`src/rtl/arbitro_memoria_pkg.sv`:
```
// Shared types and constants for the two-port data-memory arbiter.
// Latency: n/a (declarations only).
// Backpressure: n/a.
package arbitro_memoria_pkg;

    typedef enum logic [1:0] {
        OCIOSO = 2'd0,
        EXEC   = 2'd1,
        ESPERA = 2'd2,
        FIM    = 2'd3
    } estado_t;

    localparam logic PORTA_CPU = 1'b0;
    localparam logic PORTA_IO  = 1'b1;

    localparam int MEM_WORDS_PADRAO = 50;
    localparam int READ_LAT_PADRAO  = 1;

endpackage

```
`src/rtl/arbitro_rr.sv`:
```
// Two-way round-robin picker: the requester other than the last winner wins ties.
// Latency: purely combinational.
// Backpressure: none; the parent decides when a pick is accepted and keeps 'ultimo'.
module arbitro_rr
    import arbitro_memoria_pkg::*;
(
    input  logic req0,
    input  logic req1,
    input  logic ultimo,
    output logic valido,
    output logic vencedor
);

    // Single requester wins outright; on a tie, the port not served last wins
    always_comb begin
        valido = req0 | req1;
        if (req0 && req1) begin
            vencedor = ~ultimo;
        end else if (req1) begin
            vencedor = PORTA_IO;
        end else begin
            vencedor = PORTA_CPU;
        end
    end

endmodule

```
`src/rtl/arbitro_memoria_dados.sv`:
```
// Round-robin req/ack controller for the data memory (CPU on port 0, I/O on port 1).
// Latency: write/error ack 2 cycles after req is sampled, read ack 2+READ_LAT cycles.
// Backpressure: one transaction in flight; other requests wait while ocupado is high.
module arbitro_memoria_dados
    import arbitro_memoria_pkg::*;
#(
    parameter int DATA_W    = 32,
    parameter int ADDR_W    = 32,
    parameter int MEM_WORDS = MEM_WORDS_PADRAO,
    parameter int READ_LAT  = READ_LAT_PADRAO
) (
    input  logic              clock,
    input  logic              reset,
    input  logic              req0,
    input  logic              we0,
    input  logic [ADDR_W-1:0] endereco0,
    input  logic [DATA_W-1:0] data0,
    output logic              ack0,
    input  logic              req1,
    input  logic              we1,
    input  logic [ADDR_W-1:0] endereco1,
    input  logic [DATA_W-1:0] data1,
    output logic              ack1,
    output logic [DATA_W-1:0] saida,
    output logic              erro,
    output logic              ocupado,
    output logic [ADDR_W-1:0] mem_endereco,
    output logic [DATA_W-1:0] mem_data,
    output logic              mem_controle_escrita,
    input  logic [DATA_W-1:0] mem_saida
);

    localparam logic [ADDR_W-1:0] LIMITE  = ADDR_W'(MEM_WORDS);
    localparam logic [2:0]        LAT_INI = 3'(READ_LAT);

    estado_t r_estado;
    estado_t w_prox;

    logic r_ultimo;
    logic r_porta;
    logic r_we;
    logic r_fora;
    logic [2:0] r_cont;

    logic              r_ack0;
    logic              r_ack1;
    logic [DATA_W-1:0] r_saida;
    logic              r_erro;
    logic              r_ocupado;
    logic [ADDR_W-1:0] r_mem_end;
    logic [DATA_W-1:0] r_mem_dat;
    logic              r_mem_we;

    logic              w_valido;
    logic              w_vencedor;
    logic              w_we_venc;
    logic [ADDR_W-1:0] w_end_venc;
    logic [DATA_W-1:0] w_dat_venc;
    logic              w_fora_venc;

    logic              w_ack0_prox;
    logic              w_ack1_prox;
    logic [DATA_W-1:0] w_saida_prox;
    logic              w_erro_prox;
    logic              w_ocupado_prox;
    logic [ADDR_W-1:0] w_mem_end_prox;
    logic [DATA_W-1:0] w_mem_dat_prox;
    logic              w_mem_we_prox;

    arbitro_rr u_rr (
        .req0     (req0),
        .req1     (req1),
        .ultimo   (r_ultimo),
        .valido   (w_valido),
        .vencedor (w_vencedor)
    );

    // Mux the winning requester's command; the range test uses the full address width
    always_comb begin
        w_we_venc   = (w_vencedor == PORTA_IO) ? we1       : we0;
        w_end_venc  = (w_vencedor == PORTA_IO) ? endereco1 : endereco0;
        w_dat_venc  = (w_vencedor == PORTA_IO) ? data1     : data0;
        w_fora_venc = (w_end_venc >= LIMITE);
    end

    // State register
    always_ff @(posedge clock) begin
        if (reset) begin
            r_estado <= OCIOSO;
        end else begin
            r_estado <= w_prox;
        end
    end

    // Next-state logic: writes and out-of-range accesses skip the read wait
    always_comb begin
        w_prox = r_estado;
        case (r_estado)
            OCIOSO: if (w_valido) w_prox = EXEC;
            EXEC:   w_prox = (r_we || r_fora) ? FIM : ESPERA;
            ESPERA: if (r_cont == 3'd1) w_prox = FIM;
            FIM:    w_prox = OCIOSO;
            default: w_prox = OCIOSO;
        endcase
    end

    // Output logic: next values of the registered outputs, so every pin is a flop
    always_comb begin
        w_ack0_prox    = 1'b0;
        w_ack1_prox    = 1'b0;
        w_saida_prox   = '0;
        w_erro_prox    = 1'b0;
        w_ocupado_prox = (w_prox != OCIOSO);
        w_mem_end_prox = r_mem_end;
        w_mem_dat_prox = r_mem_dat;
        w_mem_we_prox  = 1'b0;
        // The memory address/data registers double as the latch for the winner's command
        if (r_estado == OCIOSO && w_valido) begin
            w_mem_end_prox = w_end_venc;
            w_mem_dat_prox = w_dat_venc;
            w_mem_we_prox  = w_we_venc && !w_fora_venc;
        end
        if (w_prox == FIM) begin
            w_ack0_prox  = (r_porta == PORTA_CPU);
            w_ack1_prox  = (r_porta == PORTA_IO);
            w_erro_prox  = r_fora;
            w_saida_prox = (r_estado == ESPERA) ? mem_saida : '0;
        end
    end

    // Output registers
    always_ff @(posedge clock) begin
        if (reset) begin
            r_ack0    <= 1'b0;
            r_ack1    <= 1'b0;
            r_saida   <= '0;
            r_erro    <= 1'b0;
            r_ocupado <= 1'b0;
            r_mem_end <= '0;
            r_mem_dat <= '0;
            r_mem_we  <= 1'b0;
        end else begin
            r_ack0    <= w_ack0_prox;
            r_ack1    <= w_ack1_prox;
            r_saida   <= w_saida_prox;
            r_erro    <= w_erro_prox;
            r_ocupado <= w_ocupado_prox;
            r_mem_end <= w_mem_end_prox;
            r_mem_dat <= w_mem_dat_prox;
            r_mem_we  <= w_mem_we_prox;
        end
    end

    // Grant bookkeeping and read-latency counter
    always_ff @(posedge clock) begin
        if (reset) begin
            r_ultimo <= PORTA_IO;
            r_porta  <= PORTA_CPU;
            r_we     <= 1'b0;
            r_fora   <= 1'b0;
            r_cont   <= '0;
        end else begin
            if (r_estado == OCIOSO && w_valido) begin
                r_ultimo <= w_vencedor;
                r_porta  <= w_vencedor;
                r_we     <= w_we_venc;
                r_fora   <= w_fora_venc;
            end
            if (r_estado == EXEC) begin
                r_cont <= LAT_INI;
            end else if (r_estado == ESPERA) begin
                r_cont <= r_cont - 3'd1;
            end
        end
    end

    assign ack0                 = r_ack0;
    assign ack1                 = r_ack1;
    assign saida                = r_saida;
    assign erro                 = r_erro;
    assign ocupado              = r_ocupado;
    assign mem_endereco         = r_mem_end;
    assign mem_data             = r_mem_dat;
    assign mem_controle_escrita = r_mem_we;

endmodule

```
`config.mk`:
```
export PLATFORM = sky130hd
export DESIGN_NAME = arbitro_memoria_dados
export DESIGN_NICKNAME = d
export VERILOG_FILES = /design/src/rtl/arbitro_memoria_pkg.sv /design/src/rtl/arbitro_rr.sv /design/src/rtl/arbitro_memoria_dados.sv
export SDC_FILE = /design/constraint.sdc
export NUM_CORES = 1
export LEC_CHECK = 0
export ABC_AREA = 1
export CAP_MARGIN = 10
export CORE_MARGIN = 4
export CORE_UTILIZATION = 40
export CTS_CLUSTER_SIZE = 30
export DETAILED_ROUTE_END_ITERATION = 10
export HOLD_SLACK_MARGIN = 0.12
export PLACE_DENSITY = 0.85
export SLEW_MARGIN = 10
export SYNTH_ARGS = -nofsm -noshare
export SYNTH_HDL_FRONTEND = slang
export SYNTH_SLANG_ARGS = --single-unit
```
`constraint.sdc`:
```
create_clock -name clock -period 2.3 [get_ports clock]
set_input_delay 0.23 -clock clock [delete_from_list [all_inputs] [get_ports clock]]
set_output_delay 0.23 -clock clock [all_outputs]
set_load 0.005 [all_outputs]
```
==> After elaboration in Yosys (flattened, before gate mapping) <==
Index checks and enable logic that the tools add are counted.
{ "classes": {"n_bitwise": 6, "div_mod_pow": 0, "mux": 11, "order_cmp": 1, "mul": 0, "n_shift": 0, "reduce_logical": 12, "eq_ne": 5, "add_sub_neg": 1} }
{ "op_table": {"columns": ["op", "n"], "rows": [
  ["$mux 32", 2],
  ["$ge 32x6->1 const B", 1],
  ["$pmux 2 s4", 1],
  ["$eq 2x2->1 const B", 3],
  ["$mux 1", 6],
  ["$reduce_or 2->1", 3],
  ["$not 1->1", 5],
  ["$mux 2", 2],
  ["$reduce_bool 2->1", 2],
  ["$eq 3x1->1 const B", 1],
  ["$logic_and 1x1->1", 3],
  ["$reduce_or 3->1", 1],
  ["$sub 3x1->3 const B", 1],
  ["$eq 2x1->1 const B", 1],
  ["$logic_not 2->1", 1],
  ["$logic_not 1->1", 1],
  ["$logic_or 1x1->1", 1],
  ["$or 1x1->1", 1]
]} }
{ "word_totals": {"romBits": 0, "ramBits": 0, "latch_bits": 0, "register_bits": 110, "in_bits": 166, "mem_count": 0, "wordCells": 51, "output_inout_bits": 101} }

==> Longest topological paths before layout <==
{ "depth": {"depth_word": 6, "depth_mapped": 11, "ltp_nobuf": 11} }

==> Cells and area by module <==
Synthesis repeated with hierarchy kept, for this count alone.
{ "unflattened": {"hier_cells": 642, "hier_area_um2": 4653.2} }
{ "by_module_without_submodules": {"columns": ["mod", "area_each_um2", "instances", "seq_area_each_um2", "cells_per_inst"], "rows": [
  ["arbitro_memoria_dados", 4638.2, 1, 2202.1, 639],
  ["arbitro_rr", 15.0, 1, 0.0, 3]
]} }

==> Worst setup path before layout <==
OpenSTA, ideal clock, no wires.
{ "synth_path": {"path_kind": "register to register", "from": "register r_estado[0]", "to": "register r_mem_dat[10] (netlist: mem_data[10])", "setup_ns": 0.137, "n_path_buf": 2, "stages_incl_launch_ff": 9, "required_time_ns": 2.163, "synth_period_minus_slack_ns": 1.516, "path_slack_ns": 0.784, "arrival_ns": 1.379, "path_cell_list": "dfxtp_1 -> inv_1 -> ha_1 -> o21ai_0 -> inv_1 -> buf_4 -> clkbuf_1 -> o21ai_0 -> a31oi_1"} }
{ "synth_between": {"elab_chain_len": 2} }
{ "synth_lines": {"columns": ["item", "line_no", "rtl"], "rows": [
  ["start, declared", "arbitro_memoria_dados.sv:36", "estado_t r_estado;"],
  ["start signal, assigned", "arbitro_memoria_dados.sv:91", "r_estado <= w_prox;"],
  ["$logic_not 2->1", "arbitro_memoria_dados.sv:118", "if (r_estado == OCIOSO && w_valido) begin"],
  ["$logic_and 1x1->1", "arbitro_memoria_dados.sv:118", null],
  ["end signal, assigned", "arbitro_memoria_dados.sv:149", "r_mem_dat <= w_mem_dat_prox;"],
  ["end, declared", "arbitro_memoria_dados.sv:51", "logic [DATA_W-1:0] r_mem_dat;"]
]} }
Every way passes these cells.
A chain may end at the register's enable or synchronous reset.

==> Final worst setup path <==
{ "layout_path": {"from": "input req1", "to": "register r_mem_dat[24] (netlist: mem_data[24])"} }
{ "layout_between": {"elab_chain_len": 3, "elab_cells_between_ends": 6, "classes_between": "mux (3); bitwise (1); reduce/logical (2)"} }
{ "layout_lines": {"columns": ["item", "line_no", "rtl"], "rows": [
  ["start, declared", "arbitro_memoria_dados.sv:19", "input logic req1,"],
  ["$mux 1 / $logic_and 1x1->1 (equally long branches)", "arbitro_rr.sv:19, arbitro_rr.sv:17", null],
  ["$mux 1", "arbitro_rr.sv:17", "if (req0 && req1) begin"],
  ["$mux 32", "arbitro_memoria_dados.sv:82", "w_dat_venc = (w_vencedor == PORTA_IO) ? data1 : data0;"]
]} }
Several ways; a longest one is shown, not always the timed one.

==> impl_metrics.csv <==
group,metric,value,unit
status,status,"complete, no violations",
yosys,synth_top_cell_by_area,"dfxtp_1",
setup_path,worstSetupStartpointType,"input port",
yosys,synthesis.nets,766,
place,portBuffers,266,
drt,vias,4969,
grt,grt_pass1_vias,5024,
sta,maxSlewHeadroom,0.567,
floorplanning,ios,267,
drt,drcViolationCount,0,
clock_network,htree_num_levels,3,
worst_hold_path,hold_class,"input port to flop",
grt,grtUsageTotal,0.235,
cells_and_area,nets,1019,
setup_path,timing.rr.end,"mem_data[24]",
floorplanning,row_count,38,
cells_and_area,drive_gt1_frac,0.0458,
cells_and_area,area_growth,67.4,%
floorplanning,die_w,113,µm
sta,slew_viol_final,0,
yosys,syn-cell-area,4440,µm²
yosys,ys_seq_area_frac,0.496,
worst_hold_path,hold_depth,3,
yosys,ys_top_cells_by_area,"dfxtp_1, nand2_1, a31oi_1, o21ai_0, nor2_1",
clock_network,root_buffer,"clkbuf_8",
setup_path,cp_data_required_time,2590,ps
setup_path,reg2regPathDepth,7,
worst_hold_path,whs_endpoint,"saida[16]",
yosys,ys_types,27,
clock_network,ctsResizeCount,0,
sta,finalHoldViolations,0,
setup_path,rr_startpoint,"r_estado[0]",
floorplanning,start_util,0.409,
clock_network,cts_tree,"built",
cells_and_area,layout_commonest_cell,"clkdlybuf4s50_1",
grt,grt_overflow_total,0,
cells_and_area,antenna_cells,0,
clock_network,cts.path.max_buffers,2,
cells_and_area,final_cell_mix,"clkdlybuf4s50_1, nand2_1, dfxtp_1",
worst_hold_path,worstHoldStart,"mem_saida[16]",
sta,finalSetupTns,0,ps
sta,holdWs,360,ps
setup_path,cp_max_fo,79,
clock_network,cts_sinks,110,
sta,worst_pin_slew,650,ps
drt,post_drt_wl_per_cell,15.6,µm
sta,setup_viol,0,
yosys,ys_seq_elements,110,
drt,drt_first_pass_iters,7,
sta,min_period,1950,ps
yosys,synth_top_area_share,0.496,
clock_network,cts_hold_buffers,0,
setup_path,end_kind,"flop",
yosys,syn_avg_cell_area,7.47,µm²
clock_network,insertion_delay,380,ps
yosys,yosysWarnings,0,
grt,grt_first_pass_wirelength,24.1,mm
power_and_ir_drop,p_per_area,801,nW/µm²
setup_path,critPathKind,"input port to flop",
sta,rsz0062_at_grt,"false",
sta,skew,11.1,ps
drt,drt_iter0_markers,247,
floorplanning,dieArea,12800,µm²
grt,grt_max_degree,80,
place,hpwl,11.9,mm
sta,fmaxAchievable,513,MHz
drt,drt-total-wl,15.5,mm
floorplanning,die_y,113,µm
clock_network,cts_inserted_buffers,9,
cells_and_area,fill_cells,868,
drt,vias_per_cell,5.01,
setup_path,r2r_slack,370,ps
power_and_ir_drop,ir_worst_vdd,0.502,mV
power_and_ir_drop,cellLeakagePower,0.00313,µW
place,gp_congestion,0.876,
clock_network,path_clk_slew,120,ps
clock_network,postCtsSetupRepairBufs,0,
setup_path,arrival,2230,ps
job,drv_cap,0,
grt,antenna_found_initial,0,
floorplanning,fp.coreArea,10800,µm²
yosys,synthCells,594,
sta,min_period_over_period,0.847,
drt,ant_nets,0,
worst max path at each step:
| stage | start | to | slack, ps | cells after the start |
|---|---|---|---|---|
| floorplan | r_estado[0] | mem_data[10] | 780 | 8 |
| global placement | req0 | r_fora | 160 | 11 |
| detailed placement | req0 | r_fora | 30 | 11 |
| CTS | req0 | r_fora | 420 | 11 |
| global route | r_estado[0] | mem_data[24] | 130 | 7 |
| finish | req1 | mem_data[24] | 350 | 7 |
metrics by stage:
stage | instances | power [µW] | utilization | instance area, µm² | setup WS (ps)
2_1_floorplan | 594 | 3470 | - | 4440 | 784
3_3_place_gp | 976 | 4670 | 0.666 | 7220 | 162
3_5_place_dp | 976 | 4730 | 0.666 | 7220 | 33.3
4_1_cts | 992 | 5980 | 0.685 | 7430 | 425
5_1_grt | 992 | 6330 | 0.685 | 7430 | 126
6_report | 992 | 5950 | 0.685 | 7430 | 352
report_power, final:
part	switching (µW)	leakage [µW]	internal, µW	total [µW]
clock	720	0.000104	530	1250
sequential	203	0.000905	2300	2510
combinational	1030	0.00212	1170	2200
state kept, by name (all words and copies together), names as in the netlist:
| signal | flops |
|---|---|
| ack0 | 1 |
| mem_controle_escrita | 1 |
| ack1 | 1 |
| mem_data | 32 |
| erro | 1 |
| mem_endereco | 32 |
| ocupado | 1 |
| r_cont | 3 |
| saida | 32 |
| r_ultimo | 1 |
| r_we | 1 |
| r_estado | 2 |
| r_fora | 1 |
| r_porta | 1 |
cells in the mapped netlist (all sizes together):
master,number
nand2,145
nor3,2
o21ai,71
a21boi,1
a211oi,1
nand3,26
buf,16
inv,57
clkbuf,23
nor2,58
o31ai,1
or2,1
a21oi,14
dfxtp,110
o2111ai,1
ha,6
nand3b,3
a31oi,58
layer usage:
metal  routed length (µm)  part of all wire  track usage
met5                    0                 0            0
met4                  533             0.034        0.116
met3                 1380             0.089       0.0754
met2                 7720              0.50        0.408
met1                 5830              0.38        0.256
layout make-up:
cell class	count	area, µm²	area share
clock inverter	7	86.3	0.0116
clock buffer	9	124	0.0167
multi-input combinational	388	1850	0.249
tap	140	175	0.0236
sequential	110	2200	0.296
inverter	57	215	0.0290
timing repair buffer	281	2780	0.374
critical path, cell delays in order:
cell             delay (ps)
clkdlybuf4s50_1         600
buf_4                   200
o21ai_0                 150
clkinv_2                 80
buf_4                   510
o21ai_0                 190
a31oi_1                 220
cell families (layout without fill, tap and decap cells):
kind of cell / Yosys count / in the layout / synth area share
fa+ha+maj: 6 / 6 / 0.0169
flops: 110 / 110 / 0.496
simple gates: 235 / 235 / 0.214
buf+inv: 96 / 354 / 0.0869
compound gates: 147 / 147 / 0.186
No activity file was read; power rests on OpenSTA's default activity.
